[src/rtl/uart_pkg.sv]
// -----------------------------------------------------------------------------
// uart_pkg
// Shared definitions for the UART receiver and transmitter on the host/debug
// link. It holds:
//   - the frame geometry (DATA_BITS)
//   - the default bit period in clocks (UART_CLKS_PER_BIT)
//   - the receiver state encoding (uart_state_t)
//   - a helper that sizes a counter for a given terminal count
// No ports: this is a package imported by the UART modules.
// -----------------------------------------------------------------------------
package uart_pkg;

  // Data bits per 8N1 frame, sent LSB first.
  localparam int DATA_BITS = 8;

  // Default clocks per bit, Fclk/baud. The transmitter uses the same value so
  // that both ends of the link agree.
  localparam int UART_CLKS_PER_BIT = 100;

  // Smallest bit period that still leaves room to find the middle of a bit
  // after the two synchroniser stages.
  localparam int UART_MIN_CLKS_PER_BIT = 8;

  // Receiver states.
  typedef enum logic [2:0] {
    ST_IDLE  = 3'd0,
    ST_START = 3'd1,
    ST_DATA  = 3'd2,
    ST_STOP  = 3'd3,
    ST_BREAK = 3'd4
  } uart_state_t;

  // Width needed to hold the values 0..max_count.
  function automatic int cnt_width(input int max_count);
    return (max_count < 2) ? 1 : $clog2(max_count + 1);
  endfunction

endpackage : uart_pkg

[src/rtl/sync_2ff.sv]
// -----------------------------------------------------------------------------
// sync_2ff
// Two-flop synchroniser that brings asynchronous inputs into the clk domain.
// Each bit is synchronised on its own, so a multi-bit bus is only safe when the
// bits are mutually unrelated (for example separate status lines).
// Reset loads RST_VAL into both stages. For a UART line this is the idle level,
// so leaving reset never produces a false start bit.
// Ports:
//   clk  in        system clock
//   rst  in        asynchronous, active-high reset
//   i_d  in  WIDTH asynchronous input(s)
//   o_q  out WIDTH synchronised output(s), two clocks of latency
// -----------------------------------------------------------------------------
module sync_2ff #(
  parameter int               WIDTH   = 1,
  parameter logic [WIDTH-1:0] RST_VAL = '1
) (
  input  logic             clk,
  input  logic             rst,
  input  logic [WIDTH-1:0] i_d,
  output logic [WIDTH-1:0] o_q
);

  logic [WIDTH-1:0] r_meta;
  logic [WIDTH-1:0] r_sync;

  for (genvar gi = 0; gi < WIDTH; gi++) begin : g_bit
    always_ff @(posedge clk or posedge rst) begin
      if (rst) begin
        r_meta[gi] <= RST_VAL[gi];
        r_sync[gi] <= RST_VAL[gi];
      end else begin
        // r_meta may go metastable. It gets one full clock to resolve
        // before r_sync samples it.
        r_meta[gi] <= i_d[gi];
        r_sync[gi] <= r_meta[gi];
      end
    end
  end

  assign o_q = r_sync;

endmodule : sync_2ff

[src/rtl/uart_rx.sv]
// -----------------------------------------------------------------------------
// uart_rx
// 8N1 UART receiver: 1 start bit, 8 data bits sent LSB first, 1 stop bit, no
// parity. It oversamples the rx line at clk and samples each bit near its
// middle. Each good byte is presented on data together with a one-cycle
// data_rdy strobe. A low stop bit raises a one-cycle frm_err strobe and leaves
// data unchanged.
// Parameters:
//   CLKS_PER_BIT  clocks per bit, Fclk/baud; must be >= 8
//   CNT_W         width of the bit-period counter; derived, do not override
// Ports:
//   clk       in      system clock; all logic runs on posedge
//   rst       in      asynchronous, active-high reset
//   rx        in      serial line; asynchronous to clk, idle high
//   data      out [8] last correctly received byte
//   data_rdy  out     one-cycle strobe: data was updated this cycle
//   frm_err   out     one-cycle strobe: the stop bit was sampled low
//   busy      out     high from start detection until the return to IDLE
// -----------------------------------------------------------------------------
module uart_rx
  import uart_pkg::*;
#(
  parameter int CLKS_PER_BIT = UART_CLKS_PER_BIT,
  parameter int CNT_W        = $clog2(CLKS_PER_BIT + 1)
) (
  input  logic                 clk,
  input  logic                 rst,
  input  logic                 rx,
  output logic [DATA_BITS-1:0] data,
  output logic                 data_rdy,
  output logic                 frm_err,
  output logic                 busy
);

  localparam int BIT_W = cnt_width(DATA_BITS - 1);

  // Terminal counts. The counter starts from 0, so "N clocks" ends at N-1.
  localparam logic [CNT_W-1:0] C_HALF_M1  = CNT_W'(CLKS_PER_BIT / 2 - 1);
  localparam logic [CNT_W-1:0] C_FULL_M1  = CNT_W'(CLKS_PER_BIT - 1);
  localparam logic [BIT_W-1:0] C_LAST_BIT = BIT_W'(DATA_BITS - 1);

  logic                 w_rxs;
  uart_state_t          r_state;
  logic [CNT_W-1:0]     r_clk_cnt;
  logic [BIT_W-1:0]     r_bit_cnt;
  logic [DATA_BITS-1:0] r_shift;
  logic [DATA_BITS-1:0] r_data;
  logic                 r_data_rdy;
  logic                 r_frm_err;
  logic                 r_busy;

  // The line idles high, so the synchroniser resets to 1. Leaving reset
  // therefore never looks like the falling edge of a start bit.
  sync_2ff #(
    .WIDTH   (1),
    .RST_VAL (1'b1)
  ) u_sync (
    .clk (clk),
    .rst (rst),
    .i_d (rx),
    .o_q (w_rxs)
  );

  always_ff @(posedge clk or posedge rst) begin
    if (rst) begin
      r_state    <= ST_IDLE;
      r_clk_cnt  <= '0;
      r_bit_cnt  <= '0;
      r_shift    <= '0;
      r_data     <= '0;
      r_data_rdy <= 1'b0;
      r_frm_err  <= 1'b0;
      r_busy     <= 1'b0;
    end else begin
      // Both strobes default low, so each lasts exactly one cycle.
      r_data_rdy <= 1'b0;
      r_frm_err  <= 1'b0;

      unique case (r_state)
        ST_IDLE: begin
          r_clk_cnt <= '0;
          if (!w_rxs) begin
            r_state   <= ST_START;
            r_bit_cnt <= '0;
            r_busy    <= 1'b1;
          end
        end

        // Wait half a bit so that all later samples fall mid-bit. If the line
        // is high again at that point, the low pulse was too short to be a
        // start bit and is dropped.
        ST_START: begin
          if (r_clk_cnt >= C_HALF_M1) begin
            r_clk_cnt <= '0;
            if (w_rxs) begin
              r_state <= ST_IDLE;
              r_busy  <= 1'b0;
            end else begin
              r_state <= ST_DATA;
            end
          end else begin
            r_clk_cnt <= r_clk_cnt + CNT_W'(1);
          end
        end

        // Shift in from the top. After eight samples the first bit received
        // (the LSB) has reached bit 0.
        ST_DATA: begin
          if (r_clk_cnt >= C_FULL_M1) begin
            r_clk_cnt <= '0;
            r_shift   <= {w_rxs, r_shift[DATA_BITS-1:1]};
            if (r_bit_cnt >= C_LAST_BIT) begin
              r_state <= ST_STOP;
            end else begin
              r_bit_cnt <= r_bit_cnt + BIT_W'(1);
            end
          end else begin
            r_clk_cnt <= r_clk_cnt + CNT_W'(1);
          end
        end

        // Decide at mid stop bit and return to IDLE at once. The remaining
        // half bit is slack that absorbs baud mismatch when the next start
        // bit follows with no idle gap.
        ST_STOP: begin
          if (r_clk_cnt >= C_FULL_M1) begin
            r_clk_cnt <= '0;
            if (w_rxs) begin
              r_data     <= r_shift;
              r_data_rdy <= 1'b1;
              r_busy     <= 1'b0;
              r_state    <= ST_IDLE;
            end else begin
              r_frm_err <= 1'b1;
              r_state   <= ST_BREAK;
            end
          end else begin
            r_clk_cnt <= r_clk_cnt + CNT_W'(1);
          end
        end

        // The line is still low after a bad stop bit, possibly a break.
        // Waiting here for the line to go high means a long break produces
        // only one frm_err instead of a stream of false frames.
        ST_BREAK: begin
          r_clk_cnt <= '0;
          if (w_rxs) begin
            r_state <= ST_IDLE;
            r_busy  <= 1'b0;
          end
        end

        default: begin
          r_state   <= ST_IDLE;
          r_clk_cnt <= '0;
          r_busy    <= 1'b0;
        end
      endcase
    end
  end

  assign data     = r_data;
  assign data_rdy = r_data_rdy;
  assign frm_err  = r_frm_err;
  assign busy     = r_busy;

endmodule : uart_rx

[config.mk]
export PLATFORM = sky130hd
export DESIGN_NAME = uart_rx
export DESIGN_NICKNAME = d
export VERILOG_FILES = /design/src/rtl/uart_pkg.sv /design/src/rtl/sync_2ff.sv /design/src/rtl/uart_rx.sv
export SDC_FILE = /design/constraint.sdc
export NUM_CORES = 1
export LEC_CHECK = 0
export CELL_PAD_IN_SITES_DETAIL_PLACEMENT = 2
export CELL_PAD_IN_SITES_GLOBAL_PLACEMENT = 2
export CORE_MARGIN = 8
export CORE_UTILIZATION = 37
export CTS_BUF_LIST = sky130_fd_sc_hd__clkbuf_8
export DETAILED_ROUTE_END_ITERATION = 10
export MAX_ROUTING_LAYER = met4
export PLACE_DENSITY_LB_ADDON = 0.1
export SYNTH_ARGS = -nofsm -noshare
export SYNTH_HDL_FRONTEND = slang
export SYNTH_HIERARCHICAL = 1
export SYNTH_SLANG_ARGS = --single-unit
[constraint.sdc]
create_clock -name clk -period 1.9 [get_ports clk]
set_input_delay 0.38 -clock clk [delete_from_list [all_inputs] [get_ports clk]]
set_output_delay 0.38 -clock clk [all_outputs]
set_load 0.1 [all_outputs]
==> flow_summary_export.csv <==
group,metric,value,unit
final_layout,multi_input_area,716,µm²
synth,synth-compound-area-share,8.71,%
floorplan,die_x,82.3,µm
synth,synth.distinct_cells,36,
global_routing,grt_max_degree,33,
power_and_ir_drop,design_power_total,1.30,mW
synth,syn_area_per_cell,12.5,µm²
timing,fin_skew,8.82,ps
timing,timing.final.crit_period,1810,ps
floorplan,rows,24,
timing,setup_violations,0,
worst_setup_path,reg2reg_from,"r_clk_cnt[1]",
synth,ys_ff_latch,34,
run_status,status,"completed",
worst_setup_path,start_kind,"flop",
final_layout,nFillCells,459,
synth,syn_inst,130,
placed_design,portBuffers,13,
timing,fin_crit_sh,95.1,%
worst_setup_path,worstSetupPathType,"flop to flop",
clocking,tritoncts,"yes",
timing,max_clock_freq,0.553,GHz
power_and_ir_drop,leakagePower,0.941,nW
routing,drt_iter0_markers,14,
worst_setup_path,reg2reg_slack,90,ps
worst_setup_path,endpoint_kind,"flop",
final_layout,mostFrequentLayoutCells,"32 x dfrtp_1, 16 x mux2_4, 15 x buf_4",
worst_setup_path,reg2reg_to,"r_shift[7]",
flow_run,max-cap-violations,0,
synth,synth_top_flop_cell,"dfrtp_1",
synth,synth_xor_area_share,2.70,%
final_layout,design_area,2020,µm²
min_path,hold_path_depth,0,
routing,vias,1067,
synth,ys_async_sr_fraction,100,%
timing,relSlewSlack,69.5,%
final_layout,nets,164,
worst_setup_path,required,2070,ps
min_path,min_to,"u_sync/o_q",
clocking,cts.sink_count,34,
synth,ys_warn_count,6,
routing,post_drt_wl_per_cell,17.3,µm
worst_setup_path,cp-startpoint,"r_clk_cnt[1]",
placed_design,place_inst,202,
floorplan,num_io_pins,14,
worst_setup_path,arrival,1970,ps
timing,fin_tns_setup,0,ps
placed_design,gp_congestion,0.878,
final_layout,insertedDiodeCount,0,
clocking,cts_max_path_buffers,2,
global_routing,grt_pass1_wl,6350,µm
synth,synth_seq_area_share,52.5,%
min_path,hp-class,"flop to flop",
clocking,clkTransAtPathRegs,70,ps
global_routing,overflow,0,
placed_design,dp_hpwl,2760,µm
clocking,cts_buffers,5,
final_layout,final_util,46.9,%
placed_design,pre_cts_slack,-60.4,ps
synth,synth_nets,137,
timing,finalWorstSetupSlack,93.1,ps
final_layout,final_cells,210,
synth,synth_top_family_by_area,"multiplexers",
synth,synth_edf_count,0,
synth,synthSimpleGateAreaFrac,12.6,%
final_layout,drive_gt1_share,34.8,%
timing,hold_viol,0,
global_routing,grt_usage,12.9,%
clocking,clk_latency,280,ps
power_and_ir_drop,vdd_drop_max,0.000463,V
routing,remaining_drc_errors,0,
timing,worst_slew_pin_slew,446,ps
min_path,hold_start,"u_sync/r_meta",
floorplan,die_area,6770,µm²
timing,finalMaxSlewViolations,0,
synth,synthMuxAreaShare,16.6,%
power_and_ir_drop,power.density_cell_area,646,nW/µm²
routing,routed_wl,3640,µm
timing,whs,358,ps
routing,drt-vias-per-instance,5.08,
global_routing,antenna_found_initial,0,
floorplan,core_area,4290,µm²
timing,rsz0062_at_grt,"false",
routing,postRouteAntennaNets,0,
routing,drtPass1Iterations,4,
synth,syn_area,1620,µm²
worst_setup_path,reg2regPathDepth,5,
final_layout,syn2layout_area_growth,24.1,%
clocking,h-tree-depth,2,
final_layout,ff_latch_area,853,µm²
floorplan,fp.dieH,82.3,µm
final_layout,mostFrequentLayoutCell,"dfrtp_1",
floorplan,initial_core_util,37.8,%
clocking,cts_root_buffer,"clkbuf_8",
global_routing,grt_pass1_vias,1272,
placed_design,post_dp_cell_area,1910,µm²
worst_setup_path,crit_fanout,8,
synth,synth_adder_area_share,3.08,%
clocking,cts_setup_buffers,0,
==> how the worst max path moves through the flow <==
stage                  to  cells past startpoint
2_1_floorplan     data[0]                      6
3_3_place_gp      data[6]                      5
3_5_place_dp      data[1]                      5
4_1_cts           data[1]                      5
5_1_grt        r_shift[1]                      5
6_report       r_shift[7]                      5
==> where the power goes <==
part           switching, mW  internal (mW)  leakage, nW
clock network          0.258          0.291       0.0472
logic                 0.0152        0.00643        0.445
registers            0.00330          0.728        0.448
total                  0.277           1.02        0.941
==> sequential cells by signal, indices dropped and copies added (netlist names) <==
register and cells:
busy 1, data 8, data_rdy 1, frm_err 1
r_bit_cnt 3, r_clk_cnt 7, r_shift 8, r_state 3
u_sync/o_q 1, u_sync/r_meta 1
==> worst max-delay path, stage by stage, from the launching register on <==
cell and delay [ps]:
dfrtp_1 430, ha_1 250, nor4_4 250, a21oi_2 150
and2_2 290, mux2_4 330
==> Yosys cell counts (2+ instances only) <==
master | count | share of area [%]
nand2_1 | 8 | 1.8
mux2_4 | 16 | 15
ha_1 | 4 | 3.1
a21oi_1 | 5 | 1.5
nor2_1 | 14 | 3.2
buf_6 | 2 | 1.4
nor4_1 | 2 | 0.77
xor2_1 | 2 | 1.1
and3b_1 | 2 | 1.1
dfrtp_1 | 32 | 49
mux2i_1 | 3 | 1.8
nand3_1 | 3 | 0.92
and2_1 | 2 | 0.77
xnor2_1 | 3 | 1.6
a21o_1 | 2 | 0.92
dfstp_2 | 2 | 3.2
inv_1 | 9 | 2.1
==> timing repair <==
action | in CTS | in global routing
pin swaps | 0 | 0
gates cloned | 0 | 0
setup endpoints to repair | 16 | 8
gates resized for setup | 2 | 1
hold buffers | 0 | 0
==> logic make-up after synthesis <==
group                      after synthesis
and+or+nand+nor                         37
xor gates and xnor gates                 5
muxes                                   19
DFF                                     34
buffers and inverters                   12
AOI/OAI and AO/OA                       19
adders and majority gates                4
==> area by class of cell <==
cell class	count	share of cell area [%]
sequential	34	42.3
multi-input combinational	84	35.5
timing repair buffer	23	12.5
clock buffer	6	4.10
tap	52	3.23
inverter	9	1.68
clock inverter	2	0.621
==> layer usage <==
metal / up-vias / wire, µm / global-route usage (%)
met5: - / 0 / -
met4: 0 / 68 / 5.79
met3: 6 / 140 / 3.79
met2: 12 / 1850 / 21.5
met1: 545 / 1580 / 14.0
li1: 504 / - / -
No activity file was read; power rests on OpenSTA's default activity.
